--- src/rtl/alu_exec_unit.sv ---
// ALU execution unit: single-cycle logic/arith/shift ops plus a 32-step shift-add multiplier.
// Define ALU_EXEC_UNIT_FAST_MUL_EN to replace the iterative multiplier with a combinational one.
module alu_exec_unit (
    input  logic        clk_i,
    input  logic        rst_i,
    input  logic        start_i,
    input  logic [2:0]  ctrl_i,
    input  logic [31:0] data1_i,
    input  logic [31:0] data2_i,
    output logic        busy_o,
    output logic        valid_o,
    output logic [31:0] result_o,
    output logic        zero_o
);

    localparam logic [2:0] OP_AND  = 3'b000;
    localparam logic [2:0] OP_XOR  = 3'b001;
    localparam logic [2:0] OP_SLL  = 3'b010;
    localparam logic [2:0] OP_ADD  = 3'b011;
    localparam logic [2:0] OP_SUB  = 3'b100;
    localparam logic [2:0] OP_MUL  = 3'b101;
    localparam logic [2:0] OP_ADDI = 3'b110;
    localparam logic [2:0] OP_SRAI = 3'b111;

    logic [4:0]  shamt;
    logic [31:0] alu_res;

    logic [31:0] result_q, result_d;
    logic        zero_q, zero_d;
    logic        valid_q, valid_d;

    assign shamt = data2_i[4:0];

    always_comb begin
        alu_res = '0;
        case (ctrl_i)
            OP_AND:          alu_res = data1_i & data2_i;
            OP_XOR:          alu_res = data1_i ^ data2_i;
            OP_SLL:          alu_res = data1_i << shamt;
            OP_ADD, OP_ADDI: alu_res = data1_i + data2_i;
            OP_SUB:          alu_res = data1_i - data2_i;
`ifdef ALU_EXEC_UNIT_FAST_MUL_EN
            OP_MUL:          alu_res = data1_i * data2_i;
`else
            OP_MUL:          alu_res = '0;
`endif
            OP_SRAI:         alu_res = $unsigned($signed(data1_i) >>> shamt);
            default:         alu_res = '0;
        endcase
    end

`ifdef ALU_EXEC_UNIT_FAST_MUL_EN

    // Every op, mul included, retires on the accepting edge.
    always_comb begin
        result_d = result_q;
        zero_d   = zero_q;
        valid_d  = 1'b0;
        if (start_i) begin
            result_d = alu_res;
            zero_d   = (alu_res == 32'd0);
            valid_d  = 1'b1;
        end
    end

    always_ff @(posedge clk_i or posedge rst_i) begin
        if (rst_i) begin
            result_q <= '0;
            zero_q   <= 1'b1;
            valid_q  <= 1'b0;
        end else begin
            result_q <= result_d;
            zero_q   <= zero_d;
            valid_q  <= valid_d;
        end
    end

    assign busy_o = 1'b0;

`else

    localparam logic [0:0] S_IDLE = 1'b0;
    localparam logic [0:0] S_MUL  = 1'b1;

    logic [0:0]  state_q, state_d;
    logic [4:0]  count_q, count_d;
    logic [31:0] mcand_q, mcand_d;
    logic [31:0] mplier_q, mplier_d;
    logic [31:0] acc_q, acc_d;
    logic [31:0] acc_step;

    // Accumulator value after this edge's iteration; also the final product on count 31.
    assign acc_step = acc_q + (mplier_q[0] ? mcand_q : 32'd0);

    always_comb begin
        state_d  = state_q;
        count_d  = count_q;
        mcand_d  = mcand_q;
        mplier_d = mplier_q;
        acc_d    = acc_q;
        result_d = result_q;
        zero_d   = zero_q;
        valid_d  = 1'b0;
        case (state_q)
            S_IDLE: begin
                if (start_i) begin
                    if (ctrl_i == OP_MUL) begin
                        mcand_d  = data1_i;
                        mplier_d = data2_i;
                        acc_d    = '0;
                        count_d  = '0;
                        state_d  = S_MUL;
                    end else begin
                        result_d = alu_res;
                        zero_d   = (alu_res == 32'd0);
                        valid_d  = 1'b1;
                    end
                end
            end
            S_MUL: begin
                acc_d    = acc_step;
                mcand_d  = mcand_q << 1;
                mplier_d = mplier_q >> 1;
                count_d  = count_q + 5'd1;
                if (count_q == 5'd31) begin
                    result_d = acc_step;
                    zero_d   = (acc_step == 32'd0);
                    valid_d  = 1'b1;
                    count_d  = '0;
                    state_d  = S_IDLE;
                end
            end
            default: state_d = S_IDLE;
        endcase
    end

    always_ff @(posedge clk_i or posedge rst_i) begin
        if (rst_i) begin
            state_q  <= S_IDLE;
            count_q  <= '0;
            mcand_q  <= '0;
            mplier_q <= '0;
            acc_q    <= '0;
            result_q <= '0;
            zero_q   <= 1'b1;
            valid_q  <= 1'b0;
        end else begin
            state_q  <= state_d;
            count_q  <= count_d;
            mcand_q  <= mcand_d;
            mplier_q <= mplier_d;
            acc_q    <= acc_d;
            result_q <= result_d;
            zero_q   <= zero_d;
            valid_q  <= valid_d;
        end
    end

    assign busy_o = (state_q == S_MUL);

`endif

    assign valid_o  = valid_q;
    assign result_o = result_q;
    assign zero_o   = zero_q;

endmodule

--- config.mk ---
export PLATFORM = sky130hd
export DESIGN_NAME = alu_exec_unit
export DESIGN_NICKNAME = d
export VERILOG_FILES = /design/src/rtl/alu_exec_unit.sv
export SDC_FILE = /design/constraint.sdc
export NUM_CORES = 1
export LEC_CHECK = 0
export CAP_MARGIN = 10
export CELL_PAD_IN_SITES_DETAIL_PLACEMENT = 0
export CELL_PAD_IN_SITES_GLOBAL_PLACEMENT = 1
export CORE_MARGIN = 10
export CORE_UTILIZATION = 40
export DETAILED_ROUTE_END_ITERATION = 7
export GPL_TIMING_DRIVEN = 0
export PLACE_DENSITY_LB_ADDON = 0.1
export SYNTH_ARGS = -nofsm -noshare
export SYNTH_HDL_FRONTEND = slang
export SYNTH_SLANG_ARGS = --single-unit
--- constraint.sdc ---
create_clock -name clk_i -period 6.08 [get_ports clk_i]
set_input_delay 1.824 -clock clk_i [delete_from_list [all_inputs] [get_ports clk_i]]
set_output_delay 1.824 -clock clk_i [all_outputs]
set_load 0.01 [all_outputs]
---- After elaboration in Yosys (flattened, before gate mapping) ----
Index checks and enable logic that the tools add are counted.
cells by class
  add/sub/neg operators ................... 4
  multiply operators ...................... 0
  div/mod/pow operators ................... 0
  order comparisons ....................... 0
  equal/unequal tests ..................... 12
  shift-type cells ........................ 2
  multiplexer cells ....................... 31
  bitwise logic cells ..................... 3
  reductions and logical operators ........ 6
operators by type and width
  kind                                                                     number
  32-bit 2-to-1 mux                                                        10
  32-bit one-hot mux with 2 select lines                                   4
  32-bit one-hot mux with 7 select lines                                   1
  32-bit adder                                                             2
  32-bit logical NOT                                                       2
  32-bit bitwise AND                                                       1
  32-bit by 5-bit << shifter with 32-bit output                            1
  32-bit by 5-bit >>> shifter with 32-bit output                           1
  32-bit subtractor                                                        1
  32-bit bitwise XOR                                                       1
  5-bit 2-to-1 mux                                                         3
  3-bit equality test, second input constant                               4
  5-bit one-hot mux with 2 select lines                                    1
  1-bit 2-to-1 mux                                                         9
  3-bit by 2-bit equality test with 1-bit output, second input constant    2
  2-bit inequality test, second input constant                             3
  1-bit one-hot mux with 2 select lines                                    3
  5-bit by 1-bit adder with 5-bit output, second input constant            1
  5-bit equality test, second input constant                               1
  3-bit by 1-bit equality test with 1-bit output, second input constant    1
  3-bit logical NOT                                                        1
  3-bit AND reduction                                                      1
  2-bit by 1-bit inequality test with 1-bit output, second input constant  1
  2-bit AND reduction                                                      1
  other kinds (2)                                                          2
storage, ports and cells
  flip-flop bits (word level) ............. 136
  bits in latches ......................... 0
  memory bits (writable) .................. 0
  ROM bits ................................ 0
  input port bits ......................... 70
  logic and storage cells ................. 66
  memories kept ........................... 0

---- Longest topological paths before layout ----
  word-level depth ........................ 7
  mapped depth ............................ 24
  gate-level depth less buffers ........... 19

---- Worst setup path after synthesis ----
OpenSTA, ideal clock, no wires.
  path kind ............................... input port to flip-flop
  from .................................... in data2_i[0]
  to ...................................... reg zero_q, in the netlist zero_o
  data arrival time ....................... 6,258 ps
  path slack .............................. -250 ps
  stages on the path ...................... 23
  cell sequence ........................... buf_6 -> buf_6 -> buf_6 -> inv_2 -> buf_2 -> ha_1 -> nand3_1 -> nor3_1 -> nand2_1 -> o31ai_1 -> xor2_1 -> ha_1 -> clkbuf_1 -> nand4_1 -> or3_1 -> o221a_1 -> o2111ai_1 -> nand4_1 -> a31oi_1 -> xnor2_1 -> o21ai_0 -> a2111o_1 -> o21ai_1
on the way
  cells in the longest elaborated chain, start to end .. 6
  elaborated cells on any way between the ends .. 11
  those cells by class .................... 2 x add/sub; 2 x shift; 4 x mux; 2 x bitwise; 1 x reduce/logical
RTL lines
  element                                     line  source
  from (decl)                                 9     input logic [31:0] data2_i,
  32-bit subtractor (tied with other cells)   41    OP_SUB: alu_res = data1_i - data2_i;
  32-bit one-hot mux with 7 select lines (*)  36    case (ctrl_i)
  32-bit logical NOT (*)                      115   zero_d = (alu_res == 32'd0);
  1-bit 2-to-1 mux (*)                        107   if (ctrl_i == OP_MUL) begin
  1-bit 2-to-1 mux (*)                        106   if (start_i) begin
  1-bit one-hot mux with 2 select lines (*)   104   case (state_q)
  to (signal assigned)                        154   zero_q <= zero_d;
  to (decl)                                   29    logic zero_q, zero_d;
Mark *: on every way between the ends. The rest lies on a longest branch, timed or not. The select of a mux whose other input is x is not followed.
A chain may end at the register's enable or synchronous reset.

---- Final worst setup path ----
  from .................................... in data1_i[20]
  to ...................................... reg result_q[16], in the netlist result_o[16]
on the way
  cells in the longest elaborated chain, start to end .. 5
  elaborated cells on any way between the ends .. 6
  those cells by class .................... 2 x shift; 4 x mux
RTL lines
  element                                                                                                                 line    source
  from (decl)                                                                                                             8       input logic [31:0] data1_i,
  32-bit by 5-bit >>> shifter with 32-bit output / 32-bit by 5-bit << shifter with 32-bit output (equally long branches)  47, 39
  32-bit one-hot mux with 7 select lines (*)                                                                              36
  32-bit 2-to-1 mux (*)                                                                                                   107
  32-bit 2-to-1 mux (*)                                                                                                   106
  32-bit one-hot mux with 2 select lines (*)                                                                              104
  to (signal assigned)                                                                                                    153     result_q <= result_d;
  to (decl)                                                                                                               28      logic [31:0] result_q, result_d;
Marks and branches as above.

==> flow_summary.html <==
<table>
<tr><th>Metric</th><th>Value</th></tr>
<tr><th colspan="2">Global route</th></tr>
<tr><td>Wire length of the first global-routing pass</td><td>125000 um</td></tr>
<tr><td>GRT Util Overall</td><td>0.357</td></tr>
<tr><td>Number of global-route vias before repair</td><td>17400</td></tr>
<tr><td>Largest net degree at the start of global routing</td><td>84</td></tr>
<tr><td>Overflow after GRT</td><td>0</td></tr>
<tr><td>Antenna violations before repair</td><td>1</td></tr>
<tr><th colspan="2">Timing</th></tr>
<tr><td>Endpoints failing hold</td><td>0</td></tr>
<tr><td>Maximum clock frequency</td><td>160 MHz</td></tr>
<tr><td>Skew final</td><td>0.0118 ns</td></tr>
<tr><td>Total setup violations reported at the end of the flow</td><td>2</td></tr>
<tr><td>Least setup slack across all paths after layout</td><td>-0.166 ns</td></tr>
<tr><td>Final worst path period share</td><td>1.03</td></tr>
<tr><td>Worst Max-Slew Pin Slew</td><td>1.20 ns</td></tr>
<tr><td>Tmin final</td><td>6.25 ns</td></tr>
<tr><td>Setup TNS</td><td>-0.282 ns</td></tr>
<tr><td>Max Transition Viols Final</td><td>0</td></tr>
<tr><td>Worst slew slack as a fraction of its limit</td><td>0.201</td></tr>
<tr><th colspan="2">Synthesis</th></tr>
<tr><td>Flip-flop and latch count after synthesis</td><td>136</td></tr>
<tr><td>Share of the synthesized area in the top cell type</td><td>0.211</td></tr>
<tr><td>Count of warnings emitted by yosys</td><td>0</td></tr>
<tr><td>Most common cell in the synthesized netlist</td><td>nand2_1</td></tr>
<tr><td>Mean instance size in the synthesized netlist</td><td>8.20 um^2</td></tr>
<tr><td>Cell taking the most area after synthesis</td><td>dfrtp_1</td></tr>
<tr><td>Fraction of registers with async set or reset after synthesis</td><td>1.00</td></tr>
<tr><td>Top cells by area, synth</td><td>dfrtp_1 (21%), ha_1 (7.7%), mux4_2 (7.0%)</td></tr>
<tr><td>Most used flip-flop cell after synthesis</td><td>dfrtp_1</td></tr>
<tr><td>Number of flops mapped to enable cells by yosys</td><td>0</td></tr>
<tr><td>Part of the Yosys area used for sequential elements</td><td>0.212</td></tr>
<tr><td>Cell area after synthesis</td><td>16000 um^2</td></tr>
<tr><td>Instance count of the mapped netlist</td><td>1955</td></tr>
<tr><td>Most numerous cell types in the synthesized netlist</td><td>nand2_1 (200), nor2_1 (148), dfrtp_1 (135)</td></tr>
<tr><td>Net Count, Synth</td><td>2125</td></tr>
<tr><td>Number of distinct library cells after synthesis</td><td>99</td></tr>
<tr><th colspan="2">Floorplan</th></tr>
<tr><td>Height of the die</td><td>220 um</td></tr>
<tr><td>Die Footprint</td><td>48500 um^2</td></tr>
<tr><td>Number of cell rows</td><td>73</td></tr>
<tr><td>Initial core utilization</td><td>0.404</td></tr>
<tr><td>Top-Level Pins</td><td>105</td></tr>
<tr><td>Horizontal die dimension</td><td>220 um</td></tr>
<tr><td>Core box area</td><td>39600 um^2</td></tr>
<tr><th colspan="2">Cells and area</th></tr>
<tr><td>Area of all placed cells without fillers</td><td>19300 um^2</td></tr>
<tr><td>Syn-to-layout area delta</td><td>20.2%</td></tr>
<tr><td>Share of final-layout standard cells stronger than drive strength 1</td><td>0.145</td></tr>
<tr><td>Fill cell total of the finished layout</td><td>3959</td></tr>
<tr><td>Footprint of the flip-flops and latches</td><td>3400 um^2</td></tr>
<tr><td>Final-stage net count</td><td>2290</td></tr>
<tr><td>Area of combinational cells with multiple inputs</td><td>11900 um^2</td></tr>
<tr><th colspan="2">Clocking</th></tr>
<tr><td>Sink count of the clock tree</td><td>136</td></tr>
<tr><td>Clk Tree Root Cell</td><td>clkbuf_16</td></tr>
<tr><td>Clock Pin Slew Worst Setup and Hold Paths</td><td>0.07 ns</td></tr>
<tr><td>CTS tree</td><td>done</td></tr>
<tr><td>CTS Hold Bufs</td><td>0</td></tr>
<tr><td>Maximum count of clock buffers along a single path</td><td>2</td></tr>
<tr><td>Number of levels the H-tree was split into</td><td>4</td></tr>
<tr><td>Number of buffers inserted during clock tree synthesis</td><td>17</td></tr>
<tr><td>Clk Latency, worst-skew pair</td><td>0.44 ns</td></tr>
<tr><th colspan="2">Placed design</th></tr>
<tr><td>Count of input and output buffers</td><td>104</td></tr>
<tr><td>Post-DP HPWL</td><td>69900 um</td></tr>
<tr><td>Placed instance area</td><td>17800 um^2</td></tr>
<tr><td>RePlAce Congestion</td><td>1.07</td></tr>
<tr><th colspan="2">Routing</th></tr>
<tr><td>Post-DRT Antenna Nets</td><td>0</td></tr>
<tr><td>Residual DRC</td><td>1</td></tr>
<tr><td>Mean number of vias per cell</td><td>6.94</td></tr>
<tr><td>Initial drt markers</td><td>2874</td></tr>
<tr><td>Final routed wire length divided by cell count</td><td>33.5 um</td></tr>
<tr><td>Final WL</td><td>89200 um</td></tr>
<tr><td>Drt pass-1 iters</td><td>8</td></tr>
<tr><td>Via count</td><td>18500</td></tr>
<tr><th colspan="2">Job</th></tr>
<tr><td>Total of max-cap violations</td><td>0</td></tr>
<tr><th colspan="2">Hold path</th></tr>
<tr><td>Startpoint of the tightest hold check path</td><td>result_o[6]$_DFFE_PP0P_</td></tr>
<tr><td>Class of the most critical hold timing path</td><td>reg -&gt; reg</td></tr>
<tr><td>Cells on Worst Hold Path</td><td>2</td></tr>
<tr><td>Endpoint of the worst hold path</td><td>result_o[6]$_DFFE_PP0P_</td></tr>
<tr><th colspan="2">Critical path</th></tr>
<tr><td>Required time at the endpoint of the critical path</td><td>6.37 ns</td></tr>
<tr><td>Sort of element at the start of the critical path</td><td>input pin</td></tr>
<tr><td>Nature of the critical path endpoint</td><td>flop</td></tr>
<tr><td>Top fanout value on the critical path</td><td>10</td></tr>
<tr><td>Worst endpoint data arrival time</td><td>6.54 ns</td></tr>
<tr><td>Worst setup slack for register-to-register paths</td><td>1.30 ns</td></tr>
<tr><td>Worst r2r path cells</td><td>14</td></tr>
<tr><td>Critical path class</td><td>in -&gt; reg</td></tr>
<tr><td>R2R Path End</td><td>zero_o$_DFFE_PP1P_</td></tr>
<tr><td>Startpoint of the most critical register-to-register path</td><td>mplier_q[0]$_DFFE_PP0P_</td></tr>
<tr><th colspan="2">Status</th></tr>
<tr><td>Result of the run</td><td>finished, violations left</td></tr>
<tr><td>Failing checks</td><td>design-rule violations, negative setup slack</td></tr>
<tr><th colspan="2">Pwr</th></tr>
<tr><td>Power per cell area</td><td>289 nW/um^2</td></tr>
<tr><td>Overall power</td><td>5.56 mW</td></tr>
<tr><td>Worst ir drop on vdd</td><td>0.197 mV</td></tr>
<tr><td>Lkg Pwr</td><td>8.40 nW</td></tr>
</table>
==> worst max-delay path, cell delays in order <==
cell	delay, ns
clkdlybuf4s50_1	0.77
clkbuf_1	0.47
mux4_2	0.57
mux2i_1	0.60
a211oi_1	0.25
nor4_1	1.04
o21ai_0	0.62
mux2i_1	0.30
o21ai_0	0.10
==> repair_timing <==
action | 4_1_cts | 5_1_grt
endpoints found under the setup margin | 32 | 10
pin swaps | 20 | 28
gates cloned | 0 | 1
buffers inserted | 21 | 31
resized for setup | 92 | 53
==> cells by family (layout without fill, tap and decap cells) <==
kind of cell               Yosys count  in the layout  synth area share
other                                0              3                 0
adders and majority gates          100            100            0.0790
xor gates and xnor gates            71             71            0.0388
DFF                                136            136             0.212
and+or+nand+nor                    623            623             0.190
AOI/OAI and AO/OA                  616            616             0.274
muxes                              153            153             0.138
buffers and inverters              256            434            0.0677
==> through the flow <==
stage / util / instances / hold slack (ns) / setup slack [ns]
final: 0.486 / 2661 / 0.466 / -0.166
after global routing: 0.486 / 2658 / 0.487 / -0.0215
after CTS: 0.474 / 2628 / 0.470 / 0.0189
after detailed placement: 0.449 / 2586 / 0.456 / -2.14
after global placement: 0.448 / 2584 / 0.454 / -2.13
after floorplan: - / 1955 / 0.452 / 0.0167
==> power breakdown <==
part	total, mW	switching [mW]	internal [mW]	leakage [nW]
Sequential	1.53	0.261	1.27	1.75
Combinational	3.01	1.83	1.18	6.38
Clock	1.03	0.442	0.584	0.271
==> area by class of cell <==
type | instances | area share
antenna | 3 | 0.000390
buffer | 145 | 0.0389
sequential | 136 | 0.177
inverter | 97 | 0.0204
tap | 525 | 0.0341
clock inverter | 13 | 0.00702
clock buffer | 19 | 0.0230
timing repair buffer | 160 | 0.0795
multi-input combinational | 1563 | 0.620
==> placed cells by master, fill, tap and decap left out, types with 10 or more instances in the layout <==
master | netlist | layout
a211oi_1 | 33 | 28
a21o_1 | 18 | 18
a21oi_1 | 121 | 115
a222oi_1 | 63 | 63
a22o_1 | 18 | 18
a31oi_1 | 25 | 25
and2_1 | 44 | 44
and3_1 | 18 | 18
buf_2 | 29 | 20
buf_4 | 8 | 62
clkbuf_1 | 110 | 95
clkbuf_16 | 0 | 18
clkdlybuf4s50_1 | 0 | 90
dfrtp_1 | 135 | 135
dlymetal6s2s_1 | 0 | 10
ha_1 | 98 | 89
inv_1 | 94 | 93
mux2_2 | 29 | 29
mux2i_1 | 72 | 71
mux4_2 | 50 | 50
nand2_1 | 200 | 198
nand2b_1 | 29 | 27
nand3_1 | 33 | 32
nand4_1 | 24 | 24
nor2_1 | 148 | 147
nor2b_1 | 15 | 14
nor3_1 | 47 | 42
o211ai_1 | 31 | 31
o21a_1 | 31 | 31
o21ai_0 | 104 | 99
o21ai_1 | 8 | 10
o22ai_1 | 16 | 15
or2_2 | 13 | 12
or3_1 | 13 | 12
xnor2_1 | 43 | 43
xor2_1 | 28 | 27
==> routing by layer <==
metal	global-route usage	routed length [um]
met1	0.453	33900
met4	0.244	7110
met3	0.0642	9460
met2	0.545	38700
met5	0	0
==> flip-flops by register name, indices dropped and copies added (netlist names) <==
| signal | flops |
|---|---|
| mcand_q | 32 |
| mplier_q | 32 |
| acc_q | 32 |
| count_q | 5 |
| valid_o | 1 |
| zero_o | 1 |
| busy_o | 1 |
| result_o | 32 |
==> worst max path at each step <==
| stage | endpoint | startpoint | slack [ns] | depth (start not counted) |
|---|---|---|---|---|
| finish | result_o[16]$_DFFE_PP0P_ | data1_i[20] | -0.17 | 9 |
| global route | zero_o$_DFFE_PP1P_ | data2_i[1] | -0.02 | 24 |
| floorplan | zero_o$_DFFE_PP1P_ | data2_i[0] | 0.02 | 23 |
| CTS | zero_o$_DFFE_PP1P_ | data2_i[4] | 0.02 | 21 |
| global placement | zero_o$_DFFE_PP1P_ | ctrl_i[2] | -2.13 | 18 |
| detailed placement | zero_o$_DFFE_PP1P_ | ctrl_i[2] | -2.14 | 19 |
No activity file was read; power rests on OpenSTA's default activity.
